`src/rtl/adder.sv`:
```
// Registered two's-complement adder with 4-bit carry-lookahead groups.
// The sum and carry/overflow/zero/negative status are registered; valid
// marks the cycle after an enabled sample. WIDTH must be a multiple of 4.
module adder #(
  parameter int unsigned WIDTH = 32
) (
  input  logic             clk,
  input  logic             rst,
  input  logic             en,
  input  logic [WIDTH-1:0] add_in1,
  input  logic [WIDTH-1:0] add_in2,
  output logic [WIDTH-1:0] add_out,
  output logic             carry_out,
  output logic             overflow,
  output logic             zero,
  output logic             negative,
  output logic             valid
);

  localparam int unsigned GROUPS = WIDTH / 4;

  logic [WIDTH-1:0] gen;
  logic [WIDTH-1:0] prop;
  logic [WIDTH:0]   carry;
  logic [WIDTH-1:0] sum;
  logic             sum_carry;
  logic             sum_overflow;
  logic             sum_zero;
  logic             sum_negative;

  // Per-bit generate/propagate terms.
  always_comb begin
    gen  = add_in1 & add_in2;
    prop = add_in1 ^ add_in2;
  end

  // Cascaded 4-bit lookahead groups: each group resolves its internal and
  // outgoing carries from its own g/p and the group carry-in.
  always_comb begin
    carry    = '0;
    carry[0] = 1'b0;
    for (int unsigned grp = 0; grp < GROUPS; grp++) begin
      carry[grp*4+1] = gen[grp*4]
                     | (prop[grp*4] & carry[grp*4]);
      carry[grp*4+2] = gen[grp*4+1]
                     | (prop[grp*4+1] & gen[grp*4])
                     | (prop[grp*4+1] & prop[grp*4] & carry[grp*4]);
      carry[grp*4+3] = gen[grp*4+2]
                     | (prop[grp*4+2] & gen[grp*4+1])
                     | (prop[grp*4+2] & prop[grp*4+1] & gen[grp*4])
                     | (prop[grp*4+2] & prop[grp*4+1] & prop[grp*4] & carry[grp*4]);
      carry[grp*4+4] = gen[grp*4+3]
                     | (prop[grp*4+3] & gen[grp*4+2])
                     | (prop[grp*4+3] & prop[grp*4+2] & gen[grp*4+1])
                     | (prop[grp*4+3] & prop[grp*4+2] & prop[grp*4+1] & gen[grp*4])
                     | (prop[grp*4+3] & prop[grp*4+2] & prop[grp*4+1] & prop[grp*4]
                        & carry[grp*4]);
    end
  end

  // Sum bits and status flags derived from the carry chain.
  always_comb begin
    sum          = prop ^ carry[WIDTH-1:0];
    sum_carry    = carry[WIDTH];
    sum_overflow = carry[WIDTH-1] ^ carry[WIDTH];
    sum_zero     = (sum == '0);
    sum_negative = sum[WIDTH-1];
  end

  // Output registers: capture on enabled edges, hold otherwise; valid
  // follows en one cycle later.
  always_ff @(posedge clk or posedge rst) begin
    if (rst) begin
      add_out   <= '0;
      carry_out <= 1'b0;
      overflow  <= 1'b0;
      zero      <= 1'b0;
      negative  <= 1'b0;
      valid     <= 1'b0;
    end else begin
      valid <= en;
      if (en) begin
        add_out   <= sum;
        carry_out <= sum_carry;
        overflow  <= sum_overflow;
        zero      <= sum_zero;
        negative  <= sum_negative;
      end
    end
  end

endmodule

```
`config.mk`:
```
export PLATFORM = sky130hd
export DESIGN_NAME = adder
export DESIGN_NICKNAME = d
export VERILOG_FILES = /design/src/rtl/adder.sv
export SDC_FILE = /design/constraint.sdc
export NUM_CORES = 1
export LEC_CHECK = 0
export ABC_AREA = 0
export BUFFER_PORTS_ARGS = -buffer_cell sky130_fd_sc_hd__buf_2
export CORE_ASPECT_RATIO = 1.2
export CORE_MARGIN = 2
export CORE_UTILIZATION = 40
export DETAILED_ROUTE_END_ITERATION = 8
export GPL_ROUTABILITY_DRIVEN = 0
export PLACE_DENSITY = 0.69
export SYNTH_ARGS = -nofsm -noshare
export SYNTH_HDL_FRONTEND = slang
export SYNTH_SLANG_ARGS = --single-unit
```
`constraint.sdc`:
```
create_clock -name clk -period 2.2 [get_ports clk]
set_input_delay 0.44 -clock clk [delete_from_list [all_inputs] [get_ports clk]]
set_output_delay 0.44 -clock clk [all_outputs]
set_load 0.05 [all_outputs]
```
=== After elaboration in Yosys (flattened, before gate mapping) ===
Cells that the tools add are included.

* Bitwise logic cells: 201
* Reductions and logical operators: 1

{| class="wikitable"
|+ Operators with widths
! cell !! number
|-
| $and A1 B1 Y1 || 121
|-
| $or A1 B1 Y1 || 76
|-
| $xor A32 B32 Y32 || 2
|-
| $and A32 B32 Y32 || 1
|-
| $logic_not A32 Y1 || 1
|-
| $xor A1 B1 Y1 || 1
|}

* Logic and storage cells: 208
* Flip-flop bits (word level): 37

=== Longest topological paths before layout ===
* Depth after elaboration: 21
* Mapped depth: 18
* Mapped depth without buffers: 17

=== Least setup slack after synthesis ===
Ideal clock, no wire load.

* Path kind: in2reg
* Start: in add_in1[21]
* End: reg zero
* Path buffers: 0
* Data arrival time: 4.257 ns
* Path slack: -2.149 ns
* Stages on the path: 15
* Setup time: 0.092 ns
* Path through: ha_1 a21o_1 nor2b_1 o311ai_0 nand2_1 o311ai_0 nand2b_1 fa_1 nor4_1 nand4_1 nor4_1 o31ai_1 or4_1 or4_1 o31ai_2

* Elaborated cells between the ends (all ways): 39
* Classes of those cells: bitwise (38); reduce/logical (1)

{| class="wikitable"
|+ RTL lines
! item !! RTL line !! RTL
|-
| from (decl) || 10 || <nowiki>input logic [WIDTH-1:0] add_in1,</nowiki>
|-
| $and A32 B32 Y32 / $xor A32 B32 Y32 (equally long branches) || 33, 34 ||
|-
| $and A1 B1 Y1 (on tied branches) || 54, 55, 56 ||
|-
| $or A1 B1 Y1, or another cell as far along || 54 || <nowiki>| (prop[grp*4+3] & prop[grp*4+2] & gen[grp*4+1])</nowiki>
|-
| $or A1 B1 Y1 / $and A1 B1 Y1 (equally long branches) || 55, 57 ||
|-
| $or A1 B1 Y1 * || 56 || <nowiki>| (prop[grp*4+3] & prop[grp*4+2] & prop[grp*4+1] & prop[grp*4]</nowiki>
|-
| $and A1 B1 Y1 * || 57 || <nowiki>& carry[grp*4]);</nowiki>
|-
| $or A1 B1 Y1 * || 56 ||
|-
| $xor A32 B32 Y32 * || 63 || <nowiki>sum = prop ^ carry[WIDTH-1:0];</nowiki>
|-
| named net sum[28] || 25 || <nowiki>logic [WIDTH-1:0] sum;</nowiki>
|-
| $logic_not A32 Y1 * || 66 || <nowiki>sum_zero = (sum == '0);</nowiki>
|-
| to (signal assigned) || 86 || <nowiki>zero <= sum_zero;</nowiki>
|-
| to (decl) || 15 || <nowiki>output logic zero,</nowiki>
|}

Mark *: on every way through the listed nets, which the timed path passes. The rest lies on a longest branch.
A chain may end at the register's enable or synchronous reset.

=== Worst setup path in the final report ===
* Start: in add_in2[1]
* End: reg zero

* Cells in the longest elaborated chain, start to end: 20
* Elaborated cells between the ends (all ways): 70
* Classes of those cells: bitwise (69); reduce/logical (1)

{| class="wikitable"
|+ Ends and longest elaborated chain
! item !! RTL line !! RTL
|-
| from (decl) || 11 || <nowiki>input logic [WIDTH-1:0] add_in2,</nowiki>
|-
| $and A32 B32 Y32 / $xor A32 B32 Y32 (equally long branches) || 33, 34 ||
|-
| $and A1 B1 Y1 (on tied branches) || n/a ||
|-
| $or A1 B1 Y1 / $and A1 B1 Y1 (equally long branches) || 54, 55 ||
|-
| $or A1 B1 Y1 || 55 || <nowiki>| (prop[grp*4+3] & prop[grp*4+2] & prop[grp*4+1] & gen[grp*4])</nowiki>
|-
| $and A1 B1 Y1 || 57 ||
|-
| $or A1 B1 Y1 || 56 ||
|-
| $and A1 B1 Y1 || 57 ||
|-
| $or A1 B1 Y1 || 56 ||
|-
| [... 4 more ...] || n/a ||
|-
| $and A1 B1 Y1 || 57 ||
|-
| $or A1 B1 Y1 || 56 ||
|-
| $and A1 B1 Y1 || 57 ||
|-
| $or A1 B1 Y1 || 56 ||
|-
| $and A1 B1 Y1 (on tied branches) || 44, 47, 51 ||
|-
| $or A1 B1 Y1 (on tied branches) || 44, 47, 51 ||
|-
| $xor A32 B32 Y32 * || 63 ||
|-
| $logic_not A32 Y1 * || 66 ||
|}

Every way passes the cells marked *; elsewhere a longest branch is shown, timed or not.

==> metrics.yaml <==
clock_network:
  cts_buffers: 5
  clk_pin_slew_ns: 0.08
  cts.htree.levels: 2
  clock-sinks: 36
  worstSkewPairLatency_ns: 0.30
  hold_buffers: 0
  root_buffer: "clkbuf_8"
  cts_tree: "built"
  clockBufferDepth: 2
logic_synthesis:
  avgSynthCellArea_um2: 9.84
  synthCells: 291
  ys_ff_latch: 36
  synth_area_um2: 2860
  yosys_warnings: 0
  synthArstFlopShare: 1.00
  seq_area_frac_synth: 0.315
  synthFlopType: "dfrtp_1"
  syn_nets: 398
  synth.distinct_cells: 49
  synth_edf_count: 0
cells_and_area:
  nNetsFinal: 626
  n_antenna_cell: 0
  syn2layout_area_growth_pct: 93.8
  mostFrequentLayoutCell: "buf_4"
  stdcell_area_um2: 5550
  final_cell_mix: "buf_4 (87), buf_2 (82), buf_6 (58)"
  drive_above_1_share: 0.675
global_routing:
  grt_pass1_wl_um: 16500
  grt.overflow.total: 0
  grt_max_degree: 49
  track_usage: 0.270
  grt_pass1_vias: 3428
  grt_antenna_before_repair: 0
outcome:
  status: "finished with violations"
  violations: "setup timing"
worst_setup_path:
  worstPathCellList: "buf_8 -> ha_4 -> and4_4 -> a211o_4 -> a211oi_4 -> inv_2 -> a211oi_4 -> and2b_1 -> o21ai_1 -> nand2b_1 -> fa_2 -> xnor2_2 -> nand4_1 -> nor4_2 -> o31ai_1 -> or4_1 -> or4_4 -> o31ai_2"
  cp_common_cell: "a211oi_4"
  cp-end-kind: "flop"
  startpoint_type: "input pin"
  regToRegEndpoint: "add_out[25]$_DFFE_PP0P_"
  r2r_cells: 2
  slowest_stage: "or4_1"
  crit_type: "input pin to flop"
  crit_path_max_incr_delay_ns: 0.47
  reg2reg_from: "add_out[25]$_DFFE_PP0P_"
  crit_fanout: 3
  worstPathRequired_ns: 2.41
  r2r_setup_slack_ns: 1.36
  arrival_ns: 4.82
route:
  drt-initial-drc-count: 167
  wl_um: 13000
  antenna_left: 0
  wl_per_cell_um: 21.5
  vias: 3456
  firstDrtPassIters: 5
  drcViolationCount: 0
  vias_per_cell: 5.69
timing:
  clock.fmax_ghz: 0.217
  finalClockSkew_ns: 0
  rsz0062_at_grt: "true"
  setup_viol_count_final: 27
  finalCriticalPeriod_ns: 4.60
  relSlewSlack: 0.558
  finalWorstSetupSlack_ns: -2.40
  hold_ws_ns: 0.237
  fin_crit_sh: 2.09
  tightest_slew_ns: 0.662
  hold_violations: 0
  maxSlewViolCount: 0
floorplanning:
  rows: 33
  core-area_um2: 6900
  initial_core_util: 0.415
  ios: 104
  dieArea_um2: 7860
  die_w_um: 81.2
  die_height_um: 96.7
min_path:
  hp-class: "input pin to asynchronous set/reset pin"
placed_design:
  io_buffers: 103
  postPlaceCellArea_um2: 4200
  hpwl_um: 6580
job:
  drv_cap: 0
power:
  p_per_area_nw_per_um2: 691
  worst_ir_drop_vdd_mv: 0.511
  p_leak_nw: 2.59
sequential cells by signal, indices dropped and copies added (netlist names):
name and flops:
add_out 32, carry_out 1, zero 1, overflow 1, valid 1
routing by layer:
metal,track usage,wire (um),vias to the layer above
li1,-,-,1517
met3,0.0476,848,63
met1,0.314,4790,1675
met2,0.479,6600,201
met4,0.108,808,0
met5,0,0,-
timing repair:
action	4_1_cts	5_1_grt
gates resized for setup	113	66
pin swaps	27	44
setup endpoints to repair	27	28
setup buffers	26	34
final cells by class:
cell class,count,area [um2]
multi-input cells,235,2650
repair buffers,228,1730
fillers,339,1350
flip-flops and latches,36,901
well taps,87,109
clock buffers,5,68.8
inverters,13,48.8
clock inverters,3,42.5
power by group:
group / internal, W / total, W / switching [W]
logic: 0.00101 / 0.00232 / 0.00131
registers: 0.000805 / 0.000898 / 0.0000931
clock network: 0.000336 / 0.000617 / 0.000281
total: 0.00215 / 0.00384 / 0.00169
how the worst max path moves through the flow:
stage                        to  startpoint  cells after the start  slack, ns
6_report       zero$_DFFE_PP0P_  add_in2[1]                     18      -2.40
2_1_floorplan  zero$_DFFE_PP0P_  add_in1[2]                     17      -1.99
5_1_grt        zero$_DFFE_PP0P_  add_in2[1]                     18      -2.46
3_5_place_dp   zero$_DFFE_PP0P_  add_in1[2]                     18      -2.30
3_3_place_gp   zero$_DFFE_PP0P_  add_in1[2]                     18      -2.14
4_1_cts        zero$_DFFE_PP0P_  add_in1[2]                     18      -1.85
metrics by stage:
| stage | setup TNS, ns | instances | setup slack (ns) | utilization | power (W) |
|---|---|---|---|---|---|
| after floorplan | -9.51 | 291 | -1.99 | - | 0.00199 |
| after global placement | -19.31 | 555 | -2.14 | 0.609 | 0.00252 |
| after detailed placement | -20.56 | 555 | -2.30 | 0.609 | 0.00255 |
| after CTS | -9.75 | 585 | -1.85 | 0.737 | 0.00348 |
| after global routing | -17.33 | 607 | -2.46 | 0.805 | 0.00397 |
| final | -16.42 | 607 | -2.40 | 0.805 | 0.00384 |
worst max-delay path: cells and delay by family:
family / cells / cell delay [ns]
xor gates and xnor gates: 1 / 0.25
AOI/OAI and AO/OA: 6 / 1.37
buffers and inverters: 2 / 0.21
adders and majority gates: 2 / 0.59
and+or+nand+nor: 7 / 1.93
synth_stat cells, types with 2 or more instances:
cell / number / area share
dfrtp_1: 36 / 0.31
ha_1: 32 / 0.14
nor2_1: 24 / 0.031
a21oi_1: 22 / 0.038
mux2_2: 22 / 0.087
xnor2_1: 18 / 0.055
o21ai_0: 13 / 0.023
inv_1: 12 / 0.016
nand3_1: 11 / 0.019
nand2_1: 10 / 0.013
fa_1: 8 / 0.056
nand4_1: 8 / 0.017
nor3_1: 7 / 0.012
a31oi_1: 5 / 0.011
clkbuf_1: 5 / 0.0066
nand2b_1: 5 / 0.011
nor2b_1: 4 / 0.0087
or3_1: 4 / 0.0087
a21o_1: 3 / 0.0079
and2_1: 3 / 0.0066
nor4_1: 3 / 0.0066
xor2_1: 3 / 0.0092
a2111oi_0: 2 / 0.0061
a211oi_4: 2 / 0.014
and3_1: 2 / 0.0044
and4_1: 2 / 0.0061
o311ai_0: 2 / 0.0061
or4_1: 2 / 0.0052
cells by family after synthesis:
logic type	count (synthesis)	share of synthesized area
XOR/XNOR	21	0.0642
buffers and inverters	20	0.0280
adder cells (fa/ha/maj)	40	0.196
AO/OA/AOI/OAI	61	0.142
flip-flops	36	0.315
AND/OR/NAND/NOR	89	0.162
multiplexers	24	0.0939
No activity file was read; power rests on OpenSTA's default activity.
